### config.mk
export PLATFORM = sky130hd
export DESIGN_NAME = hazard_ctrl
export DESIGN_NICKNAME = d
export VERILOG_FILES = /design/src/rtl/cpu_pkg.sv /design/src/rtl/load_use_detect.sv /design/src/rtl/hazard_ctrl.sv
export SDC_FILE = /design/constraint.sdc
export NUM_CORES = 1
export LEC_CHECK = 0
export CORE_ASPECT_RATIO = 1.25
export CORE_MARGIN = 4
export CORE_UTILIZATION = 30
export DETAILED_ROUTE_END_ITERATION = 8
export PLACE_DENSITY = 0.6
export REMOVE_ABC_BUFFERS = 1
export SLEW_MARGIN = 10
export SYNTH_ARGS = -nofsm -noshare
export SYNTH_HDL_FRONTEND = slang
export SYNTH_SLANG_ARGS = --single-unit
export TNS_END_PERCENT = 20
### constraint.sdc
create_clock -name clock -period 1.8 [get_ports clock]
set_input_delay 0.36 -clock clock [delete_from_list [all_inputs] [get_ports clock]]
set_output_delay 0.36 -clock clock [all_outputs]
set_load 0.05 [all_outputs]
### src/rtl/cpu_pkg.sv
// rtl/cpu_pkg.sv - shared types and constants for the RV32 pipeline control path
//
// Purpose: hazard FSM state type, the bundled pipeline-register control word
// and the fixed control patterns used by hazard_ctrl.
// Ports: none (package).
package cpu_pkg;

    typedef enum logic [1:0] {
        RUN      = 2'd0,
        MEM_WAIT = 2'd1,
        FAULT    = 2'd2
    } hazard_state_e;

    // Control word driven to the PC and the pipeline registers.
    typedef struct packed {
        logic pc_write;
        logic if_id_write;
        logic if_id_flush;
        logic id_ex_bubble;
        logic pipe_hold;
        logic mem_wb_bubble;
    } hazard_ctrl_t;

    // NOP control: every bubble/flush path loads zero control, nothing advances.
    localparam hazard_ctrl_t HZ_CTRL_NOP    = '{1'b0, 1'b0, 1'b1, 1'b1, 1'b0, 1'b1};
    // Whole-pipeline freeze while data memory is busy or hung.
    localparam hazard_ctrl_t HZ_CTRL_FREEZE = '{1'b0, 1'b0, 1'b0, 1'b0, 1'b1, 1'b1};
    // Taken branch: fetch from the target and squash IF/ID and ID/EX.
    localparam hazard_ctrl_t HZ_CTRL_BRANCH = '{1'b1, 1'b1, 1'b1, 1'b1, 1'b0, 1'b0};
    // Load-use: hold PC and IF/ID, insert one bubble into ID/EX.
    localparam hazard_ctrl_t HZ_CTRL_LDUSE  = '{1'b0, 1'b0, 1'b0, 1'b1, 1'b0, 1'b0};
    localparam hazard_ctrl_t HZ_CTRL_NORMAL = '{1'b1, 1'b1, 1'b0, 1'b0, 1'b0, 1'b0};

endpackage

### src/rtl/load_use_detect.sv
// rtl/load_use_detect.sv - combinational load-use hazard compare
//
// Purpose: flags when the instruction in ID reads the destination of a load in EX.
// Ports:
//   ex_mem_read_i        EX instruction is a load
//   ex_rd_i[4:0]         EX destination register
//   id_rs1_i/id_rs2_i    ID source registers
//   id_uses_rs1_i/rs2_i  ID instruction really reads the source
//   load_use_o           hazard detected
module load_use_detect (
    input  logic       ex_mem_read_i,
    input  logic [4:0] ex_rd_i,
    input  logic [4:0] id_rs1_i,
    input  logic [4:0] id_rs2_i,
    input  logic       id_uses_rs1_i,
    input  logic       id_uses_rs2_i,
    output logic       load_use_o
);

    logic rs1_hit;
    logic rs2_hit;

    assign rs1_hit = id_uses_rs1_i && (id_rs1_i == ex_rd_i);
    assign rs2_hit = id_uses_rs2_i && (id_rs2_i == ex_rd_i);

    // x0 is never written, so a load targeting it cannot create a dependency.
    assign load_use_o = ex_mem_read_i && (ex_rd_i != 5'd0) && (rs1_hit || rs2_hit);

endmodule

### src/rtl/hazard_ctrl.sv
// rtl/hazard_ctrl.sv - pipeline hazard, freeze and memory-timeout control
//
// Purpose: drives PC / IF/ID / ID/EX / EX/MEM / MEM/WB enables from load-use,
// taken-branch and data-memory status; escalates a hung access to a sticky fault.
// Optional feature macro: HAZARD_PERF_EN (adds stall_cycles / flush_count).
// Ports:
//   clock, reset                   clock, synchronous active-high reset
//   id_rs1, id_rs2, id_uses_rs*    ID-stage source operands
//   ex_mem_read, ex_rd             EX-stage load and destination
//   ex_branch_taken                EX-stage taken branch/jump
//   mem_req, mem_ready             MEM-stage data memory handshake
//   pc_write .. mem_wb_bubble      pipeline register controls
//   mem_fault                      sticky memory-timeout fault
//   stall_cycles, flush_count      perf counters (HAZARD_PERF_EN only)
module hazard_ctrl
    import cpu_pkg::*;
#(
    parameter int unsigned MEM_TIMEOUT = 16
) (
    input  logic        clock,
    input  logic        reset,
    input  logic [4:0]  id_rs1,
    input  logic [4:0]  id_rs2,
    input  logic        id_uses_rs1,
    input  logic        id_uses_rs2,
    input  logic        ex_mem_read,
    input  logic [4:0]  ex_rd,
    input  logic        ex_branch_taken,
    input  logic        mem_req,
    input  logic        mem_ready,
    output logic        pc_write,
    output logic        if_id_write,
    output logic        if_id_flush,
    output logic        id_ex_bubble,
    output logic        pipe_hold,
    output logic        mem_wb_bubble,
    output logic        mem_fault
`ifdef HAZARD_PERF_EN
    ,
    output logic [31:0] stall_cycles,
    output logic [31:0] flush_count
`endif
);

    // Stall cycle number MEM_TIMEOUT is seen with this count; it is the last one.
    localparam logic [7:0] WAIT_LAST = 8'(MEM_TIMEOUT - 1);

    hazard_state_e state_q, state_d;
    logic [7:0]    wait_cnt_q, wait_cnt_d;

    logic         in_fault;
    logic         mem_stall;
    logic         load_use;
    hazard_ctrl_t ctrl;

    load_use_detect u_load_use_detect (
        .ex_mem_read_i (ex_mem_read),
        .ex_rd_i       (ex_rd),
        .id_rs1_i      (id_rs1),
        .id_rs2_i      (id_rs2),
        .id_uses_rs1_i (id_uses_rs1),
        .id_uses_rs2_i (id_uses_rs2),
        .load_use_o    (load_use)
    );

    assign in_fault  = (state_q == FAULT);
    assign mem_stall = !in_fault && mem_req && !mem_ready;

    always_comb begin
        state_d    = state_q;
        wait_cnt_d = wait_cnt_q;
        unique case (state_q)
            RUN: begin
                if (mem_stall) begin
                    state_d    = MEM_WAIT;
                    wait_cnt_d = 8'd1;
                end
            end
            MEM_WAIT: begin
                if (!mem_stall) begin
                    state_d    = RUN;
                    wait_cnt_d = 8'd0;
                end else if (wait_cnt_q == WAIT_LAST) begin
                    state_d = FAULT;
                end else begin
                    wait_cnt_d = wait_cnt_q + 8'd1;
                end
            end
            FAULT: begin
                state_d = FAULT;
            end
            default: begin
                state_d    = RUN;
                wait_cnt_d = 8'd0;
            end
        endcase
    end

    always_ff @(posedge clock) begin
        if (reset) begin
            state_q    <= RUN;
            wait_cnt_q <= 8'd0;
        end else begin
            state_q    <= state_d;
            wait_cnt_q <= wait_cnt_d;
        end
    end

    // A branch or load-use hidden behind a freeze is re-presented by the held
    // EX/ID registers and acts in the first unfrozen cycle.
    always_comb begin
        if (reset) begin
            ctrl = HZ_CTRL_NOP;
        end else if (in_fault || mem_stall) begin
            ctrl = HZ_CTRL_FREEZE;
        end else if (ex_branch_taken) begin
            ctrl = HZ_CTRL_BRANCH;
        end else if (load_use) begin
            ctrl = HZ_CTRL_LDUSE;
        end else begin
            ctrl = HZ_CTRL_NORMAL;
        end
    end

    assign pc_write      = ctrl.pc_write;
    assign if_id_write   = ctrl.if_id_write;
    assign if_id_flush   = ctrl.if_id_flush;
    assign id_ex_bubble  = ctrl.id_ex_bubble;
    assign pipe_hold     = ctrl.pipe_hold;
    assign mem_wb_bubble = ctrl.mem_wb_bubble;
    assign mem_fault     = !reset && in_fault;

`ifdef HAZARD_PERF_EN
    logic [31:0] stall_cycles_q;
    logic [31:0] flush_count_q;
    logic        count_stall;
    logic        count_flush;

    // Only the action actually taken is counted: a load-use shadowed by a
    // branch is squashed, and a branch shadowed by a freeze has not flushed yet.
    assign count_stall = !in_fault && (mem_stall || (!ex_branch_taken && load_use));
    assign count_flush = !in_fault && !mem_stall && ex_branch_taken;

    always_ff @(posedge clock) begin
        if (reset) begin
            stall_cycles_q <= 32'd0;
            flush_count_q  <= 32'd0;
        end else begin
            if (count_stall) begin
                stall_cycles_q <= stall_cycles_q + 32'd1;
            end
            if (count_flush) begin
                flush_count_q <= flush_count_q + 32'd1;
            end
        end
    end

    assign stall_cycles = stall_cycles_q;
    assign flush_count  = flush_count_q;
`else
    // Perf counters not built.
`endif

endmodule

# == Word-level counts from Yosys, hierarchy flattened ==
# Index checks and enable logic that the tools add are counted.
# classes
reduce_logical,16
add_sub_neg,1
eq_ne,8
bitwise,1
mux,12
# ops
operator,n
6-bit 2-to-1 mux,4
8-bit 2-to-1 mux,3
8-bit one-hot mux with 3 select lines,1
5-bit equality test,2
"8-bit by 1-bit adder with 8-bit output, second input constant",1
"8-bit by 4-bit equality test with 1-bit output, second input constant",1
1-bit logical AND,7
2-bit 2-to-1 mux,3
"3-bit inequality test, second input constant",2
2-bit one-hot mux with 3 select lines,1
5-bit nonzero test,1
1-bit logical NOT,3
3-bit AND reduction,1
"2-bit by 1-bit equality test with 1-bit output, second input constant",1
"2-bit equality test, second input constant",1
2-bit logical NOT,1
1-bit logical OR,2
"2-bit inequality test, second input constant",1
2-bit AND reduction,1
1-bit inverter,1
# totals
reg_bits,10
inputBits,23
word_cells,40

# == Depth between registers and ports, before layout ==
# Gate-level depths: netlist of the first run.
# depth
ltp_word,8
ltp_mapped,5

# == Modules after synthesis ==
# From an unflattened synthesis of the first run, not the netlist that was laid out.
# hier_totals
cells_unflattened,98
area_unflattened_um2,834.6
# by_module_without_submodules
mod,area_per_inst_um2,n_inst,seq_area_each_um2,cells_per_inst
hazard_ctrl,700.7,1,200.2,81
load_use_detect,133.9,1,0.0,17

# == Worst setup path before layout of the first run ==
# Ideal clock, no wire load.
# synth_path
kind,input to output
start,in ex_rd[1]
end,out pc_write
path_buffers,1
path_stages,4
required_time_ns,1.440
setup_slack_ns,-0.379
arrival_ns,1.819
path_cell_list,or4_1 -> o21ai_0 -> o311a_1 -> buf_4
# synth_between
elab_chain_cells,8
# synth_rtl
item,line,source
"start, declared",hazard_ctrl.sv:27,"input logic [4:0] ex_rd,"
"5-bit equality test, on equally long branches","load_use_detect.sv:23, load_use_detect.sv:24",
"1-bit logical AND, on equally long branches","load_use_detect.sv:23, load_use_detect.sv:24",
1-bit logical OR,load_use_detect.sv:27,assign load_use_o = ex_mem_read_i && (ex_rd_i != 5'd0) && (rs1_hit || rs2_hit);
1-bit logical AND *,load_use_detect.sv:27,
6-bit 2-to-1 mux *,hazard_ctrl.sv:118,end else if (load_use) begin
6-bit 2-to-1 mux *,hazard_ctrl.sv:116,end else if (ex_branch_taken) begin
6-bit 2-to-1 mux *,hazard_ctrl.sv:114,end else if (in_fault || mem_stall) begin
6-bit 2-to-1 mux *,hazard_ctrl.sv:112,if (reset) begin
"end, declared",hazard_ctrl.sv:31,"output logic pc_write,"
# Every way passes the cells marked *; elsewhere a longest branch is shown, timed or not.

# == Worst setup path in the final report of the first run ==
# layout_path
start,in id_rs2[3]
end,out if_id_write
# layout_between
elab_chain_cells,8
# layout_rtl
item,line,source
"start, declared",hazard_ctrl.sv:23,"input logic [4:0] id_rs2,"
5-bit equality test,load_use_detect.sv:24,assign rs2_hit = id_uses_rs2_i && (id_rs2_i == ex_rd_i);
1-bit logical AND,load_use_detect.sv:24,
1-bit logical OR,load_use_detect.sv:27,
1-bit logical AND,load_use_detect.sv:27,
6-bit 2-to-1 mux,hazard_ctrl.sv:118,
6-bit 2-to-1 mux,hazard_ctrl.sv:116,
6-bit 2-to-1 mux,hazard_ctrl.sv:114,
6-bit 2-to-1 mux,hazard_ctrl.sv:112,
"end, declared",hazard_ctrl.sv:32,"output logic if_id_write,"
# Every way passes these cells.

==> results.md, run 1 <==
- Commonest cells in the netlist: dfxtp_1, o21ai_0, xor2_1, a21oi_1, nand3_1
- Std-Cell Rows: 20
- PwrDens: approximately 500 mW/mm^2
- Area delta synth->final: 72.6%
- Actual slew at the worst max-slew pin: between 0.5 and 0.6 ns
- TritonCTS clock tree: built
- Final Cell Area: ~0.0013 mm^2
- Filler cells: ~230
- Failing checks: setup timing
- # IOs: 30
- Post-CTS Hold Fix Bufs: 0
- Number of diodes: 0
- Max Cap Violations: 0
- Most used flip-flop cell after synthesis: dfxtp_1
- Die H: 64.0 um
- Req. time, crit path: 1.44 ns
- Status: complete, but fails checks
- WS Path Type: in -> out
- Post-route setup TNS: -0.523 ns
- Synth Instances: 95
- Slew headroom: 0.614
- Clock Latency Late Sink: approximately 0.28 ns
- WHS: 0.516 ns
- Startpoint types: primary input
- Antenna violations before repair: 0
- Endpoint class of the critical path: primary output
- Detail Placement HPWL: 1.75 mm
- Area leader, netlist: dfxtp_1
- Fin worst setup slack: -0.173 ns
- Placed Area: 0.00118 mm^2
- Hold Vio Cnt, Final: 0
- WL final: 2.40 mm
- CTS Buffer Depth: 2
- Initial DRC count: 17
- GPL Wtd Cong: around 0.76
- Post-Synthesis Cell Area: roughly 750 um^2
- Clk slew on worst S/H paths: about 0.070 ns
- Htree depth: 1
- Vias in the first global route: slightly below 1000
- Minimum clock period after layout: between 1.5 and 2 ns
- All-Layer GR Usage: 0.160
- Core box area: approximately 0.0024 mm^2
- Setup-failing EPs final: 4
- Area fraction of the dominant cell type after synthesis: 0.266
- Placed Instances: between 150 and 200
- Die Footprint: 0.00338 mm^2
- Post-synth ARST share: 0
- Port bufs: 29
- Starting Density: 0.310
- Total CTS buffers: 3
- Pin count of the biggest net entering global routing: 13
- Routed vias: around 890
- Synth warn: 0
- Most frequent cell after synthesis: dfxtp_1
- WL per Instance: around 14 um
- Drt pass-1 iters: 4
- Detail Route Antenna Nets: 0
- Register area share after synthesis: 0.266
- Layout net count: 162
- Synth top area cells: dfxtp_1, xor2_1, o21ai_0, a21oi_1, xnor2_1
- Root Buffer: clkbuf_4
- Die Wd: 52.8 um
- Non-Filler Instances: 170
- Layout cell share with drive strength beyond 1: 0.380
- DR DRC count: 0
- Static Leak: 0.504 nW
- Max Slew Vio Count: 0
- Flop-to-flop setup slack: 0.28 ns
- Maximum vdd drop: about 230 uV
- Layout Utilization: 0.536
- RSZ-0062 raised after global routing: true
- Critical-path maximum fanout: 2
- Clock skew: 0.00768 ns
- First-pass GRT wire length: 4.06 mm
- Flops & latches, synth: 10
- Achievable frequency: 507 MHz
- Period utilization: 1.10
- HP Class: reg -> reg
- Post-synth EDFFs: 0
- GRT overflow: 0
- Unique cell type count in the Yosys netlist: 34
- Synthesized area per cell: a little under 8 um^2
- Worst EP arrival: roughly 1.6 ns
- Vias per cell: 5.21
- Sinks on Clock Net: 10
==> kinds of logic after synthesis <==
group | synth area share
buffers and inverters | 0.0399
flip-flops | 0.266
XOR/XNOR | 0.151
AO/OA/AOI/OAI | 0.228
adder cells (fa/ha/maj) | 0.0166
AND/OR/NAND/NOR | 0.299
==> power by group <==
group	internal, mW	leakage [nW]	switching, mW
clock network	0.123	0.0210	0.0880
registers	0.224	0.0819	0.00298
logic	0.110	0.401	0.105
total	0.457	0.504	0.195
==> cell usage in the layout (no fill, tap or decap), types with 3 or more instances in the layout <==
master / instances
dfxtp_1: 8
nand3_1: 6
buf_2: 7
clkdlybuf4s50_1: 5
nor3_1: 4
xnor2_1: 4
clkbuf_4: 3
dlygate4sd2_1: 5
buf_12: 5
a21oi_1: 7
xor2_1: 7
o21ai_0: 8
buf_6: 5
inv_1: 3
nand3b_1: 4
buf_4: 13
nand4b_1: 3
==> per-stage QoR <==
stage | power, mW | worst slack [ns]
after global routing | 0.677 | -0.240
after floorplan | 0.305 | -0.480
after global placement | 0.422 | -0.601
after detailed placement | 0.423 | -0.642
after CTS | 0.644 | -0.152
final | 0.653 | -0.173
==> sequential cells by signal, indices dropped and copies added, names as in the netlist <==
signal and count:
wait_cnt_q 8, state_q 2
==> worst max-delay path: stages <==
cell,delay [ns]
buf_6,0.09
xor2_1,0.17
nor4_4,0.30
a32oi_2,0.17
o311a_4,0.36
buf_12,0.16
==> cell type report <==
| type | instances | area [um^2] | share of cell area |
|---|---|---|---|
| sequential | 10 | 203 | 0.156 |
| tap | 33 | 41.3 | 0.0318 |
| multi-input combinational | 79 | 616 | 0.474 |
| clock buffer | 4 | 36.3 | 0.0279 |
| timing repair buffer | 41 | 393 | 0.302 |
| inverter | 3 | 11.3 | 0.00866 |
==> timing repair <==
action	CTS	global route
endpoints found under the setup margin	6	7
gates resized for setup	68	7
pin swaps	14	1
buffers inserted	3	0
==> path summary, 6_finish.rpt <==
check                startpoint            end  depth (start not counted)
setup / recovery      id_rs2[3]    if_id_write                          6
hold / removal       state_q[1]     state_q[1]                          2
setup reg to reg  wait_cnt_q[4]  wait_cnt_q[0]                          4
hold reg to reg      state_q[1]     state_q[1]                          2
==> layer usage <==
metal / up-vias / GRT usage / routed length, um
met4: 0 / 0.0895 / 73
met2: 44 / 0.300 / 1270
met1: 397 / 0.149 / 853
met3: 9 / 0.0396 / 202
li1: 435 / - / -
met5: - / 0 / 0
Power figures use the tool's default switching activity.
==> run 2: changes to the inputs <==
CTS_CLUSTER_DIAMETER = 40   (was not set)
==> results of run 2 <==
The final DEF is identical to that of run 1; final timing and power are the same.
